===== config.mk =====
export PLATFORM = sky130hd
export DESIGN_NAME = sine_voice_sequencer
export DESIGN_NICKNAME = d
export VERILOG_FILES = /design/src/rtl/sine_voice_sequencer.sv
export SDC_FILE = /design/constraint.sdc
export NUM_CORES = 1
export LEC_CHECK = 0
export ABC_AREA = 1
export BUFFER_PORTS_ARGS = -buffer_cell sky130_fd_sc_hd__buf_4
export CORE_MARGIN = 1.5
export CORE_UTILIZATION = 45
export DETAILED_ROUTE_END_ITERATION = 8
export GPL_ROUTABILITY_DRIVEN = 0
export PLACE_DENSITY_LB_ADDON = 0.2
export SLEW_MARGIN = 5
export SYNTH_ARGS = -nofsm -noshare
export SYNTH_HDL_FRONTEND = slang
export SYNTH_SLANG_ARGS = --single-unit

===== constraint.sdc =====
create_clock -name clk -period 6.8 [get_ports clk]
set_clock_uncertainty 0.05 [all_clocks]
set_input_delay 0 -clock clk [delete_from_list [all_inputs] [get_ports clk]]
set_output_delay 0 -clock clk [all_outputs]
set_load 0.03 [all_outputs]

===== src/rtl/sine_voice_sequencer.sv =====
// Time-multiplexed DDS voice mixer: one shared registered-read sine LUT serves
// NUM_VOICES phase accumulators, which are summed into one unsigned sample per tick.
module sine_voice_sequencer #(
    parameter int NUM_VOICES       = 4,
    parameter int ACCUMULATOR_BITS = 24,
    parameter int OUTPUT_BITS      = 12,
    parameter int LUT_ADDR_BITS    = 10
) (
    input  logic                                       clk,
    input  logic                                       rst_n,
    input  logic                                       sample_tick,
    input  logic                                       cfg_we,
    input  logic [$clog2(NUM_VOICES)-1:0]              cfg_voice,
    input  logic [ACCUMULATOR_BITS-1:0]                cfg_freq,
    input  logic                                       cfg_gate,
    output logic [LUT_ADDR_BITS-1:0]                   lut_addr,
    input  logic [OUTPUT_BITS-1:0]                     lut_data,
    output logic [OUTPUT_BITS+$clog2(NUM_VOICES)-1:0]  sample_out,
    output logic                                       sample_valid,
    output logic                                       busy,
    output logic                                       overrun
);
    localparam int VB   = $clog2(NUM_VOICES);
    localparam int MIXW = OUTPUT_BITS + VB;
    localparam logic [MIXW-1:0] MIDSCALE     = MIXW'(1) << (OUTPUT_BITS - 1);
    localparam logic [MIXW-1:0] RESET_SAMPLE = MIXW'(NUM_VOICES) << (OUTPUT_BITS - 1);
    localparam logic [VB-1:0]   LAST_VOICE   = VB'(NUM_VOICES - 1);

    typedef enum logic [2:0] {
        S_IDLE = 3'd0,
        S_ADDR = 3'd1,
        S_WAIT = 3'd2,
        S_ACC  = 3'd3,
        S_DONE = 3'd4
    } state_t;

    state_t                       r_state;
    state_t                       w_next;
    logic [VB-1:0]                r_voice;
    logic [MIXW-1:0]              r_mix;
    logic [MIXW-1:0]              w_addend;
    logic [LUT_ADDR_BITS-1:0]     r_lut_addr;
    logic [MIXW-1:0]              r_sample_out;
    logic                         r_sample_valid;
    logic                         r_busy;
    logic                         r_overrun;
    logic [ACCUMULATOR_BITS-1:0]  r_phase [NUM_VOICES];
    logic [ACCUMULATOR_BITS-1:0]  r_freq  [NUM_VOICES];
    logic                         r_gate  [NUM_VOICES];

    assign lut_addr     = r_lut_addr;
    assign sample_out   = r_sample_out;
    assign sample_valid = r_sample_valid;
    assign busy         = r_busy;
    assign overrun      = r_overrun;

    // Next-state decode and the per-voice addend (silent voices contribute midscale).
    always_comb begin
        w_next   = r_state;
        w_addend = MIDSCALE;
        if (r_gate[r_voice]) begin
            w_addend = {{VB{1'b0}}, lut_data};
        end else begin
            w_addend = MIDSCALE;
        end
        case (r_state)
            S_IDLE: begin
                if (sample_tick) begin
                    w_next = S_ADDR;
                end else begin
                    w_next = S_IDLE;
                end
            end
            S_ADDR: w_next = S_WAIT;
            S_WAIT: w_next = S_ACC;
            S_ACC: begin
                if (r_voice == LAST_VOICE) begin
                    w_next = S_DONE;
                end else begin
                    w_next = S_ADDR;
                end
            end
            S_DONE:  w_next = S_IDLE;
            default: w_next = S_IDLE;
        endcase
    end

    // Sequencer state, mix accumulator, LUT address and output registers.
    always_ff @(posedge clk) begin
        if (!rst_n) begin
            r_state        <= S_IDLE;
            r_voice        <= '0;
            r_mix          <= '0;
            r_lut_addr     <= '0;
            r_sample_out   <= RESET_SAMPLE;
            r_sample_valid <= 1'b0;
            r_busy         <= 1'b0;
            r_overrun      <= 1'b0;
        end else begin
            r_state        <= w_next;
            r_busy         <= (w_next != S_IDLE);
            r_sample_valid <= 1'b0;
            if (sample_tick && (r_state != S_IDLE)) begin
                r_overrun <= 1'b1;
            end
            case (r_state)
                S_IDLE: begin
                    if (sample_tick) begin
                        r_mix   <= '0;
                        r_voice <= '0;
                    end
                end
                S_ADDR: r_lut_addr <= r_phase[r_voice][ACCUMULATOR_BITS-1 -: LUT_ADDR_BITS];
                S_ACC: begin
                    r_mix <= r_mix + w_addend;
                    if (r_voice != LAST_VOICE) begin
                        r_voice <= r_voice + VB'(1);
                    end
                end
                S_DONE: begin
                    r_sample_out   <= r_mix;
                    r_sample_valid <= 1'b1;
                end
                default: ;
            endcase
        end
    end

    // Per-voice registers; a gate rising edge restarts the phase and wins over the ADDR step.
    always_ff @(posedge clk) begin
        if (!rst_n) begin
            for (int i = 0; i < NUM_VOICES; i++) begin
                r_phase[i] <= '0;
                r_freq[i]  <= '0;
                r_gate[i]  <= 1'b0;
            end
        end else begin
            for (int i = 0; i < NUM_VOICES; i++) begin
                if ((r_state == S_ADDR) && (r_voice == VB'(i))) begin
                    r_phase[i] <= r_phase[i] + r_freq[i];
                end
                if (cfg_we && (cfg_voice == VB'(i))) begin
                    r_freq[i] <= cfg_freq;
                    r_gate[i] <= cfg_gate;
                    if (cfg_gate && !r_gate[i]) begin
                        r_phase[i] <= '0;
                    end
                end
            end
        end
    end

endmodule

==> flow_summary.json <==
{
  "status": "completed",
  "boundaryPins": 70,
  "hold_viol": 0,
  "synth.distinct_cells": 42,
  "numCtsBuffers": 29,
  "rr_worst_depth": 6,
  "die_area_um2": 37000,
  "hold_end": "r_mix[3]",
  "overflow": 0,
  "grt_use_total_pct": 24.2,
  "rows": 69,
  "synth_async_sr_flop_share_pct": 0,
  "min_period_over_period_pct": 49.4,
  "crit_type": "flop to flop",
  "yosys.area_share.simple_pct": 31.2,
  "synth-edff-count": 193,
  "clk_latency_ns": 0.59,
  "die_w_um": 192,
  "place_hpwl_um": 33200,
  "met2_usage_pct": 39.9,
  "synthMuxAreaShare_pct": 0,
  "synth.largest_area_cell": "edfxtp_1",
  "synthCells": 2228,
  "port_buffers": 69,
  "placed_cells": 2731,
  "synth_fp_nets": 2384,
  "cts_buffer_depth": 3,
  "synth_area_leaders": "edfxtp_1 (36%), nand2_1 (15%), nor2_1 (9.4%), ha_1 (8.4%), inv_1 (8.2%)",
  "r2r_slack_ns": 3.44,
  "diodes": 0,
  "rr_endpoint": "r_phase[0][9]",
  "peakVddDrop_v": 0.000220,
  "drc": 0,
  "synthAdderAreaFrac_pct": 8.99,
  "yosysSeqAreaShare_pct": 42.2,
  "final_layout_size_suffix_gt1_share_pct": 6.94,
  "mostFrequentLayoutCells": "nand2_1 (634), nor2_1 (404), inv_1 (353)",
  "via_count": 14400,
  "vias_per_cell": 5.08,
  "ys.flop_type": "edfxtp_1",
  "synth_seq_cells": 244,
  "fmax_ghz": 0.297,
  "wl_um": 44100,
  "cts-root-buf": "clkbuf_16",
  "final_common_cell": "nand2_1",
  "nets": 2495,
  "finalSetupViolations": 0,
  "slew_violations": 0,
  "synthXorXnorAreaFrac_pct": 0.922,
  "yosysTopAreaCellShare_pct": 35.9,
  "cts_setup_buffers": 0,
  "h-tree-depth": 1,
  "grt_use_met1_pct": 32.3,
  "rsz0062_at_grt": "no",
  "cp.arrival_ns": 3.74,
  "grt_max_degree": 35,
  "cp_max_fo": 24,
  "p_leak_nw": 9.03,
  "final_cells": 2823,
  "antenna_found_initial": 0,
  "areaGrowthSynthToFinish_pct": 14.6,
  "start_util_pct": 45.5,
  "timing.rr.start": "r_voice[0]",
  "power_density_nw_per_um2": 230,
  "maxSlewHeadroom_pct": 24.8,
  "synth_top_family_by_area": "simple AND/OR/NAND/NOR gates",
  "die_y_um": 192,
  "cts_sinks": 244,
  "drv_cap": 0,
  "hold_class": "input pin to flop",
  "firstDrtPassIters": 5,
  "ys_warn_count": 0,
  "grt_pass1_wl_um": 69700,
  "worst_pin_slew_ns": 1.12,
  "synth-compound-area-share_pct": 7.27,
  "grt-busiest-layer": "met2",
  "min_from": "lut_data[3]",
  "critPathLaunchType": "flop",
  "required_ns": 7.18,
  "ant_nets": 0,
  "clkSlewWorstSetupHoldPaths_ns": 0.07,
  "grt_pass1_vias": 13500,
  "wire_per_inst_um": 15.6,
  "whs_path_depth": 6,
  "avgSynthCellArea_um2": 7.25,
  "cts_tree": "built",
  "setup_tns_ns": 0,
  "drtIter0Drc": 1040,
  "end_kind": "flop",
  "core_area_um2": 35500,
  "grt_use_met3_pct": 3.58,
  "finalCriticalPeriod_ns": 3.36,
  "syn-cell-area_um2": 16100,
  "n_fill_cell": 3442
}
==> how the worst max path moves through the flow <==
stage | startpoint | endpoint | slack [ns] | cells past startpoint
6_report | r_voice[0] | r_phase[0][9] | 3.44 | 6
3_5_place_dp | r_voice[0] | r_phase[0][9] | 3.64 | 6
3_3_place_gp | r_voice[0] | r_phase[0][9] | 3.78 | 6
4_1_cts | r_voice[0] | r_phase[0][9] | 3.52 | 6
5_1_grt | r_voice[0] | r_phase[0][9] | 3.24 | 6
2_1_floorplan | r_state[2] | r_phase[1][0] | 3.67 | 4
==> report_power, final <==
part	total [mW]	leakage (nW)	internal, mW	switching [mW]
sequential	1.77	2.37	1.71	0.0585
clock	1.62	0.463	0.936	0.681
combinational	0.866	6.20	0.286	0.580
==> flip-flops by register name (all words and copies together), names as in the netlist, named ones only <==
name,cells
r_gate,4
sample_valid,1
r_mix,14
sample_out,14
overrun,1
r_phase,96
r_state,3
lut_addr,10
r_voice,2
r_freq,96
busy,1
==> critical path, stage by stage (launching register included) <==
cell and delay, ns:
dfxtp_1 0.51, inv_1 0.57, ha_1 0.27, nand4_1 0.73, inv_1 0.72, o21ai_0 0.20
a21oi_1 0.15
==> synth_stat cells, types with 2 or more instances <==
library cell,count
a21boi_0,2
a21oi_1,123
and2_1,10
buf_2,5
clkbuf_1,24
dfxtp_1,51
edfxtp_1,193
fa_1,5
ha_1,108
inv_1,353
inv_2,5
inv_4,2
nand2_1,634
nand2_2,8
nand3_1,111
nand3b_1,11
nand4_1,19
nor2_1,404
nor2_2,9
nor3_1,10
nor3b_1,3
nor4_1,2
o211ai_1,2
o21ai_0,72
o21bai_1,7
o22ai_1,13
or2_2,12
xnor2_1,6
xor2_1,11
==> stage by stage <==
step | hold slack [ns] | power [mW] | setup WS, ns | area [um2] | utilization, %
6_report | 0.0482 | 4.26 | 3.44 | 18500 | 52.1
5_1_grt | 0.0553 | 4.45 | 3.24 | 18500 | 52.1
4_1_cts | 0.0244 | 4.28 | 3.52 | 18500 | 52.1
3_5_place_dp | 0.204 | 2.64 | 3.64 | 17100 | 48.3
3_3_place_gp | 0.199 | 2.63 | 3.78 | 17100 | 48.3
2_1_floorplan | 0.0627 | 2.39 | 3.67 | 16100 | -
==> layout make-up <==
cell class / instances / area, um2 / share of cell area, %
clock inverters: 24 / 249 / 1.35
inverters: 360 / 1360 / 7.33
well taps: 461 / 577 / 3.12
repair buffers: 113 / 943 / 5.10
multi-input cells: 1591 / 7820 / 42.3
flip-flops and latches: 244 / 6820 / 36.9
clock buffers: 30 / 729 / 3.94
==> repair_timing <==
item,CTS,global route
hold endpoints to repair,129,0
hold buffers,38,0
gates resized for setup,0,0
==> cell families after synthesis <==
logic type      after synthesis
compound gates              223
xor+xnor                     17
fa+ha+maj                   113
buf+inv                     393
flops                       244
simple gates               1238
==> per-layer routing <==
layer	part of all wire, %	wire (um)
met1	46	20100
met2	45	19700
met3	6.0	2640
met4	3.6	1600
met5	0	0
No activity file was read; power rests on OpenSTA's default activity.
